File: config.mk
export PLATFORM = sky130hd
export DESIGN_NAME = step_counter_arbiter
export DESIGN_NICKNAME = d
export VERILOG_FILES = /design/src/rtl/step_counter_arbiter.sv
export SDC_FILE = /design/constraint.sdc
export NUM_CORES = 1
export LEC_CHECK = 0
export BUFFER_PORTS_ARGS = -buffer_cell sky130_fd_sc_hd__buf_2
export CORE_MARGIN = 8
export CORE_UTILIZATION = 28
export CTS_CLUSTER_DIAMETER = 50
export DETAILED_ROUTE_END_ITERATION = 8
export GPL_ROUTABILITY_DRIVEN = 0
export PLACE_DENSITY = 0.56
export SLEW_MARGIN = 5
export SYNTH_ARGS = -nofsm -noshare
export SYNTH_HDL_FRONTEND = slang
export SYNTH_SLANG_ARGS = --single-unit
File: constraint.sdc
create_clock -name clk -period 1.9 [get_ports clk]
set_input_delay 0.38 -clock clk [delete_from_list [all_inputs] [get_ports clk]]
set_output_delay 0.38 -clock clk [all_outputs]
set_load 0.02 [all_outputs]
File: src/rtl/step_counter_arbiter.sv
// step_counter_arbiter
//   Shares one modulo-2^CW step counter between NREQ requesters. A round-robin
//   arbiter hands the counter to one requester at a time, and only the owner's
//   step pulses advance the count. Each grant ends on a timeout (MAX_HOLD cycles)
//   or when the owner drops req. Every grant is followed by exactly one cycle
//   with no owner.
//
// Ports
//   clk    in   1     clock, rising edge
//   reset  in   1     asynchronous, active-high reset
//   req    in   NREQ  level request per requester, held until done
//   step   in   NREQ  increment strobe per requester
//   clr    in   1     synchronous clear of count (beats step)
//   gnt    out  NREQ  one-hot grant, all-zero when no owner
//   owner  out  IDW   index of granted requester, 0 when idle
//   count  out  CW    shared counter value
//   wrap   out  1     one-cycle pulse when count wraps 2^CW-1 -> 0
//   busy   out  1     high while a grant is active (== |gnt)
//
// All outputs are registered.

module step_counter_arbiter #(
    parameter int unsigned NREQ     = 4,
    parameter int unsigned CW       = 2,
    parameter int unsigned MAX_HOLD = 8,
    localparam int unsigned IDW     = (NREQ > 1) ? $clog2(NREQ) : 1
) (
    input  logic            clk,
    input  logic            reset,
    input  logic [NREQ-1:0] req,
    input  logic [NREQ-1:0] step,
    input  logic            clr,
    output logic [NREQ-1:0] gnt,
    output logic [IDW-1:0]  owner,
    output logic [CW-1:0]   count,
    output logic            wrap,
    output logic            busy
);

    localparam int unsigned HW = (MAX_HOLD > 1) ? $clog2(MAX_HOLD) : 1;
    localparam logic [HW-1:0] HOLD_LAST = (MAX_HOLD == 0) ? '0 : HW'(MAX_HOLD - 1);
    localparam logic [IDW-1:0] LAST_RESET = IDW'(NREQ - 1);

    typedef enum logic [1:0] {StIdle, StGrant, StRelease} state_t;

    state_t          state_q, state_d;
    logic [NREQ-1:0] gnt_q, gnt_d;
    logic [IDW-1:0]  owner_q, owner_d;
    logic            busy_q, busy_d;
    logic [IDW-1:0]  last_q, last_d;
    logic [HW-1:0]   hold_q, hold_d;
    logic [CW-1:0]   count_q, count_d;
    logic            wrap_q, wrap_d;

    logic            pick_valid;
    logic [IDW-1:0]  pick_idx;
    logic [IDW-1:0]  cand;
    logic            release_now;

    // Round-robin pick: first set req scanning upward from last_q + 1.
    always_comb begin
        pick_valid = 1'b0;
        pick_idx   = '0;
        cand       = '0;
        for (int i = 1; i <= int'(NREQ); i++) begin
            cand = IDW'((int'(last_q) + i) % int'(NREQ));
            if (!pick_valid && req[cand]) begin
                pick_valid = 1'b1;
                pick_idx   = cand;
            end
        end
    end

    // Grant ends when the owner lets go or its time slice is used up.
    assign release_now = !req[owner_q] || ((MAX_HOLD != 0) && (hold_q == HOLD_LAST));

    // State register
    always_ff @(posedge clk or posedge reset) begin
        if (reset) begin
            state_q <= StIdle;
            gnt_q   <= '0;
            owner_q <= '0;
            busy_q  <= 1'b0;
            last_q  <= LAST_RESET;
            hold_q  <= '0;
            count_q <= '0;
            wrap_q  <= 1'b0;
        end else begin
            state_q <= state_d;
            gnt_q   <= gnt_d;
            owner_q <= owner_d;
            busy_q  <= busy_d;
            last_q  <= last_d;
            hold_q  <= hold_d;
            count_q <= count_d;
            wrap_q  <= wrap_d;
        end
    end

    // Next-state logic
    always_comb begin
        state_d = state_q;
        unique case (state_q)
            StIdle, StRelease: state_d = pick_valid ? StGrant : StIdle;
            StGrant:           if (release_now) state_d = StRelease;
            default:           state_d = StIdle;
        endcase
    end

    // Registered-output and datapath next values
    always_comb begin
        gnt_d   = '0;
        owner_d = '0;
        busy_d  = 1'b0;
        last_d  = last_q;
        hold_d  = hold_q;
        unique case (state_q)
            StIdle, StRelease: begin
                if (pick_valid) begin
                    gnt_d   = NREQ'(1) << pick_idx;
                    owner_d = pick_idx;
                    busy_d  = 1'b1;
                    hold_d  = '0;
                end
            end
            StGrant: begin
                if (release_now) begin
                    // Remember who just finished so the next scan starts after it.
                    last_d = owner_q;
                end else begin
                    gnt_d   = gnt_q;
                    owner_d = owner_q;
                    busy_d  = 1'b1;
                    hold_d  = hold_q + HW'(1);
                end
            end
            default: ;
        endcase

        // Shared counter: clr wins, then the owner's step while granted.
        count_d = count_q;
        wrap_d  = 1'b0;
        if (clr) begin
            count_d = '0;
        end else if (busy_q && step[owner_q]) begin
            count_d = count_q + CW'(1);
            wrap_d  = &count_q;
        end
    end

    assign gnt   = gnt_q;
    assign owner = owner_q;
    assign busy  = busy_q;
    assign count = count_q;
    assign wrap  = wrap_q;

endmodule
After elaboration in Yosys (flattened, before gate mapping)
Index checks and enable logic that the tools add are counted.
{ "word_totals": {"word_cells": 81, "inputBits": 11, "output_inout_bits": 10, "register_bits": 17} }
{ "classes": {"shifts": 1, "n_eq_ne": 6, "magnitude_cmp": 5, "muxes": 39, "reduce_logical": 16, "add_sub_neg": 6} }
{ "op_table": {"columns": ["cell", "count"], "rows": [
  ["$mux 2", 9],
  ["$lt 2x3->1 const B", 5],
  ["$mux 1", 15],
  ["$bmux 1 s2", 6],
  ["$mux 4", 2],
  ["$pmux 2 s2", 2],
  ["$pmux 4 s2", 1],
  ["$add 2x1->2 const B", 3],
  ["$mux 3", 2],
  ["$ne 2x2->1 const B", 3],
  ["$pmux 3 s2", 1],
  ["$add 2x2->2 const B", 2],
  ["$logic_and 1x1->1", 4],
  ["$logic_not 1->1", 4],
  ["$reduce_and 2->1", 2],
  ["$reduce_bool 2->1", 2],
  ["$shl 1x2->4 const A", 1],
  ["$add 3x1->3 const B", 1],
  ["$eq 3x3->1 const B", 1],
  ["$reduce_and 3->1", 1],
  ["$eq 2x1->1 const B", 1],
  ["$eq 2x2->1 const B", 1],
  ["$logic_not 2->1", 1],
  ["$pmux 1 s2", 1],
  ["other kinds (2)", 2]
]} }

Longest topological paths before layout
{ "logic_depth": {"ltp_word": 16, "ltp_mapped": 7, "mapped_depth_nobuf": 6} }

Worst setup path after synthesis
OpenSTA, ideal clock, no wires.
{ "synth_timing": {"kind": "register to register", "from": "register owner_q[0] (netlist: owner[0])", "to": "register busy_q (netlist: busy)", "synth_period_minus_slack_ns": 1.708, "setup_ns": 0.124, "required_ns": 1.776, "arrival_ns": 1.584, "stages_incl_launch_ff": 5, "slack_ns": 0.192, "path_buffers": 1, "cell_sequence": "dfrtp_1 > mux4_2 > and3_4 > buf_6 > or2_1"} }
{ "synth_between": {"elab_chain_cells": 6} }
{ "synth_rtl": {"columns": ["item", "line", "source"], "rows": [
  ["start: declaration", "48", "logic [IDW-1:0] owner_q, owner_d;"],
  ["start signal: assignment", "91", "owner_q <= owner_d;"],
  ["$bmux 1 s2", "75", "assign release_now = !req[owner_q] || ((MAX_HOLD != 0) && (hold_q == HOLD_LAST));"],
  ["$mux 1 (implied by the code)", "75", null],
  ["$logic_not 1->1", "75", null],
  ["$logic_or 1x1->1", "75", null],
  ["$mux 1", "127", "if (release_now) begin"],
  ["$pmux 1 s2", "117", "unique case (state_q)"],
  ["via busy_d", "49", "logic busy_q, busy_d;"],
  ["end signal: assignment", "92", "busy_q <= busy_d;"],
  ["end: declaration", "49", null]
]} }
The timed path passes the listed nets, and every way through them passes these cells. The select of a mux whose other input is x is not followed.
A chain may end at the register's enable or synchronous reset.

Worst setup path in the final report
{ "layout_timing": {"from": "register owner_q[0] (netlist: owner[0])", "to": "register last_q[1]"} }
{ "layout_between": {"elab_chain_cells": 5} }
{ "layout_rtl": {"columns": ["item", "line", "source"], "rows": [
  ["$bmux 1 s2", "75", null],
  ["$mux 1 (implied by the code)", "75", null],
  ["$logic_not 1->1", "75", null],
  ["$logic_or 1x1->1", "75", null],
  ["$reduce_and 2->1 (no line)", null, null],
  ["end signal: assignment", "93", "last_q <= last_d;"],
  ["end: declaration", "50", "logic [IDW-1:0] last_q, last_d;"]
]} }
No other way between the ends. The select of a mux whose other input is x is not followed.

==> out/results.tsv <==
metric	value	unit
status	finished clean	
pwr-share-comb	44.8	%
syn-instance-count	72	
initial_utilization	28.35	%
vias	624	
post_cts_resized	0	
synth_nets	86	
timing.setup.tns	0	ns
worstHoldPathType	input port to async pin	
wirelength	1663	um
p_sw	580.9	uW
worstMarginPinSlew	0.6260	ns
clk_pin_slew	0.09	ns
syn_avg_cell_area	11.63	um2
cts_tree	yes	
grt_overflow	0	
root_buffer	clkbuf_4	
grt_usage	7.609	%
firstDrtPassIters	4	
finalCritPeriodShare	86.52	%
clk_latency	0.28	ns
htreeDepth	1	
finalHoldViolCount	0	
switching_share	39.40	%
n_antenna_cell	0	
cts_made_buffers	3	
die_h	70.68	um
p_per_area	1484	mW/mm2
dieArea	0.004995	mm2
p_seq_share	42.7	%
end_kind	flip-flop	
grt_pass1_wl	3070	um
cts_hold_buf	0	
max-slew-margin-rel	58.22	%
crit_type	flip-flop to flip-flop	
ys_ff_latch	17	
post-dp-hpwl	1361	um
p_int	893.3	uW
crit_fanout	5	
post_cts_buffers	0	
rsz0062_at_grt	no	
p_leak	0.4969	nW
grt_pass1_vias	686	
finalNetCount	110	
drc	0	
numPortBuffers	20	
dieWidth	70.68	um
yosys_warnings	0	
viasPerCell	4.875	
layout-drive-gt1-share	34.74	%
ant_nets	0	
start_kind	flip-flop	
io_pins	21	
routedWlPerCell	12.99	um
finalClockSkew	0.005580	ns
clkSinkCount	17	
total_power	1.474	mW
required	2.11	ns
p_clk_share	12.5	%
antenna_found_initial	0	
synthDistinctLibCells	28	
cts_max_path_buffers	2	
num_rows	20	
drt_iter0_drc	18	
cap_violations	0	
irDropWorstVdd	466.6	uV
report.final.setup_viol	0	
worstPathArrival	1.86	ns
syn2layout_area_growth	18.68	%
yosysSeqAreaShare	51.12	%
core-area	0.002953	mm2
period_needed	1.644	ns
fmax	0.6084	GHz
syn_area	837.1	um2
slew_viol_final	0	
grt_max_degree	18	
[stage by stage]
step / area (um2) / hold slack [ns] / util (%) / setup WS, ns / instances
global route: 993.5 / 0.2152 / 33.64 / 0.1582 / 128
detailed placement: 967.2 / 0.4667 / 32.75 / 0.2380 / 124
finish: 993.5 / 0.1596 / 33.64 / 0.2562 / 128
global placement: 967.2 / 0.4758 / 32.75 / 0.2785 / 124
CTS: 993.5 / 0.1852 / 33.64 / 0.2364 / 128
floorplan: 837.1 / 0.3046 / - / 0.1920 / 72
[synthesized netlist by cell type (all sizes together)]
| cell | n | area, um2 |
|---|---|---|
| o21ai | 3 | 15.01 |
| nor3b | 1 | 7.510 |
| nand3 | 2 | 10.01 |
| or2 | 2 | 12.51 |
| a22o | 3 | 30.03 |
| o31ai | 1 | 7.510 |
| and3 | 1 | 11.26 |
| nand3b | 1 | 7.510 |
| o221ai | 1 | 8.760 |
| mux2 | 2 | 22.52 |
| and2 | 1 | 6.260 |
| a21oi | 2 | 10.01 |
| mux2i | 3 | 30.03 |
| nor2b | 2 | 12.51 |
| a31oi | 1 | 6.260 |
| mux4 | 2 | 48.80 |
| xor2 | 1 | 8.760 |
| dfstp | 2 | 52.55 |
| ha | 3 | 37.54 |
| buf | 1 | 11.26 |
| nor2 | 5 | 18.77 |
| inv | 2 | 7.510 |
| a21boi | 1 | 11.26 |
| nand2 | 9 | 33.78 |
| dfrtp | 15 | 375.4 |
| a21o | 2 | 15.01 |
| nand2b | 3 | 18.77 |
[metal layers]
layer	wire length [um]	up-vias	track usage, %	share of wire, %
met3	150	2	3.955	9.0
met4	15	0	2.079	0.90
met2	774	21	12.06	47
met5	0	-	0	0
li1	-	305	-	-
met1	722	296	8.735	43
[sequential cells by signal, summed over array words and instances, names as in the netlist]
signal   cells
wrap         1
owner        2
busy         1
count        2
last_q       2
gnt          4
hold_q       3
state_q      2
[cell type report]
| type | instances | area [um2] |
|---|---|---|
| clock buffers | 4 | 26.28 |
| fillers | 315 | 1959 |
| inverters | 2 | 7.507 |
| multi-input cells | 52 | 390.4 |
| flip-flops and latches | 17 | 427.9 |
| well taps | 33 | 41.29 |
| repair buffers | 20 | 100.1 |
[logic make-up after synthesis]
kind of cell,Yosys count,synth area share (%)
simple gates,27,16.59
flops,17,51.12
compound gates,14,12.41
mux,7,12.11
buf+inv,3,2.242
fa+ha+maj,3,4.485
xor+xnor,1,1.047
[power by group through the flow]
stage / clock, mW / sequential [mW] / combinational (mW)
after floorplan: 0 / 0.714 / 0.418
after CTS: 0.198 / 0.631 / 0.675
after global routing: 0.218 / 0.653 / 0.736
after global placement: 0 / 0.637 / 0.658
final: 0.184 / 0.629 / 0.660
after detailed placement: 0 / 0.638 / 0.673
[cells in the final DEF (no fill, tap or decap)]
cell and count:
nor2b_1 2, clkbuf_4 3, mux4_2 1, nand2b_1 3
a31oi_1 1, ha_1 3, and3_4 1, nand3_1 2
inv_1 2, buf_2 20, clkbuf_1 1, dfrtp_1 15
mux2i_1 3, a21o_1 2, nand2_1 9, a21boi_2 1
a21oi_1 2, or2_1 2, o21ai_0 3, o221ai_1 1
dfstp_2 2, nor2_1 5, o31ai_1 1, nand3b_1 1
and2_1 1, mux2_2 2, xor2_1 1, mux4_1 1
a22o_2 3, nor3b_1 1
[critical path: stages, from the launching register on]
cell and delay (ns):
dfrtp_1 0.46, mux4_2 0.55, a21boi_2 0.22, mux2_2 0.35
[path summary, 6_finish.rpt]
check                                             end            startpoint  cells past startpoint  slack, ns
worst min-delay path               gnt[0]$_DFFE_PP0N_                 reset                      2       0.16
max in group asynchronous        owner[0]$_DFFE_PP0N_                 reset                      2       1.33
worst max register to register  last_q[1]$_DFFE_PP1P_  owner[0]$_DFFE_PP0N_                      3       0.26
min in group clk                 count[0]$_DFFE_PP0P_                   clr                      2       0.27
worst max-delay path            last_q[1]$_DFFE_PP1P_  owner[0]$_DFFE_PP0N_                      3       0.26
worst min register to register     gnt[2]$_DFFE_PP0N_    gnt[2]$_DFFE_PP0N_                      2       0.48
No activity file was read; power rests on OpenSTA's default activity.
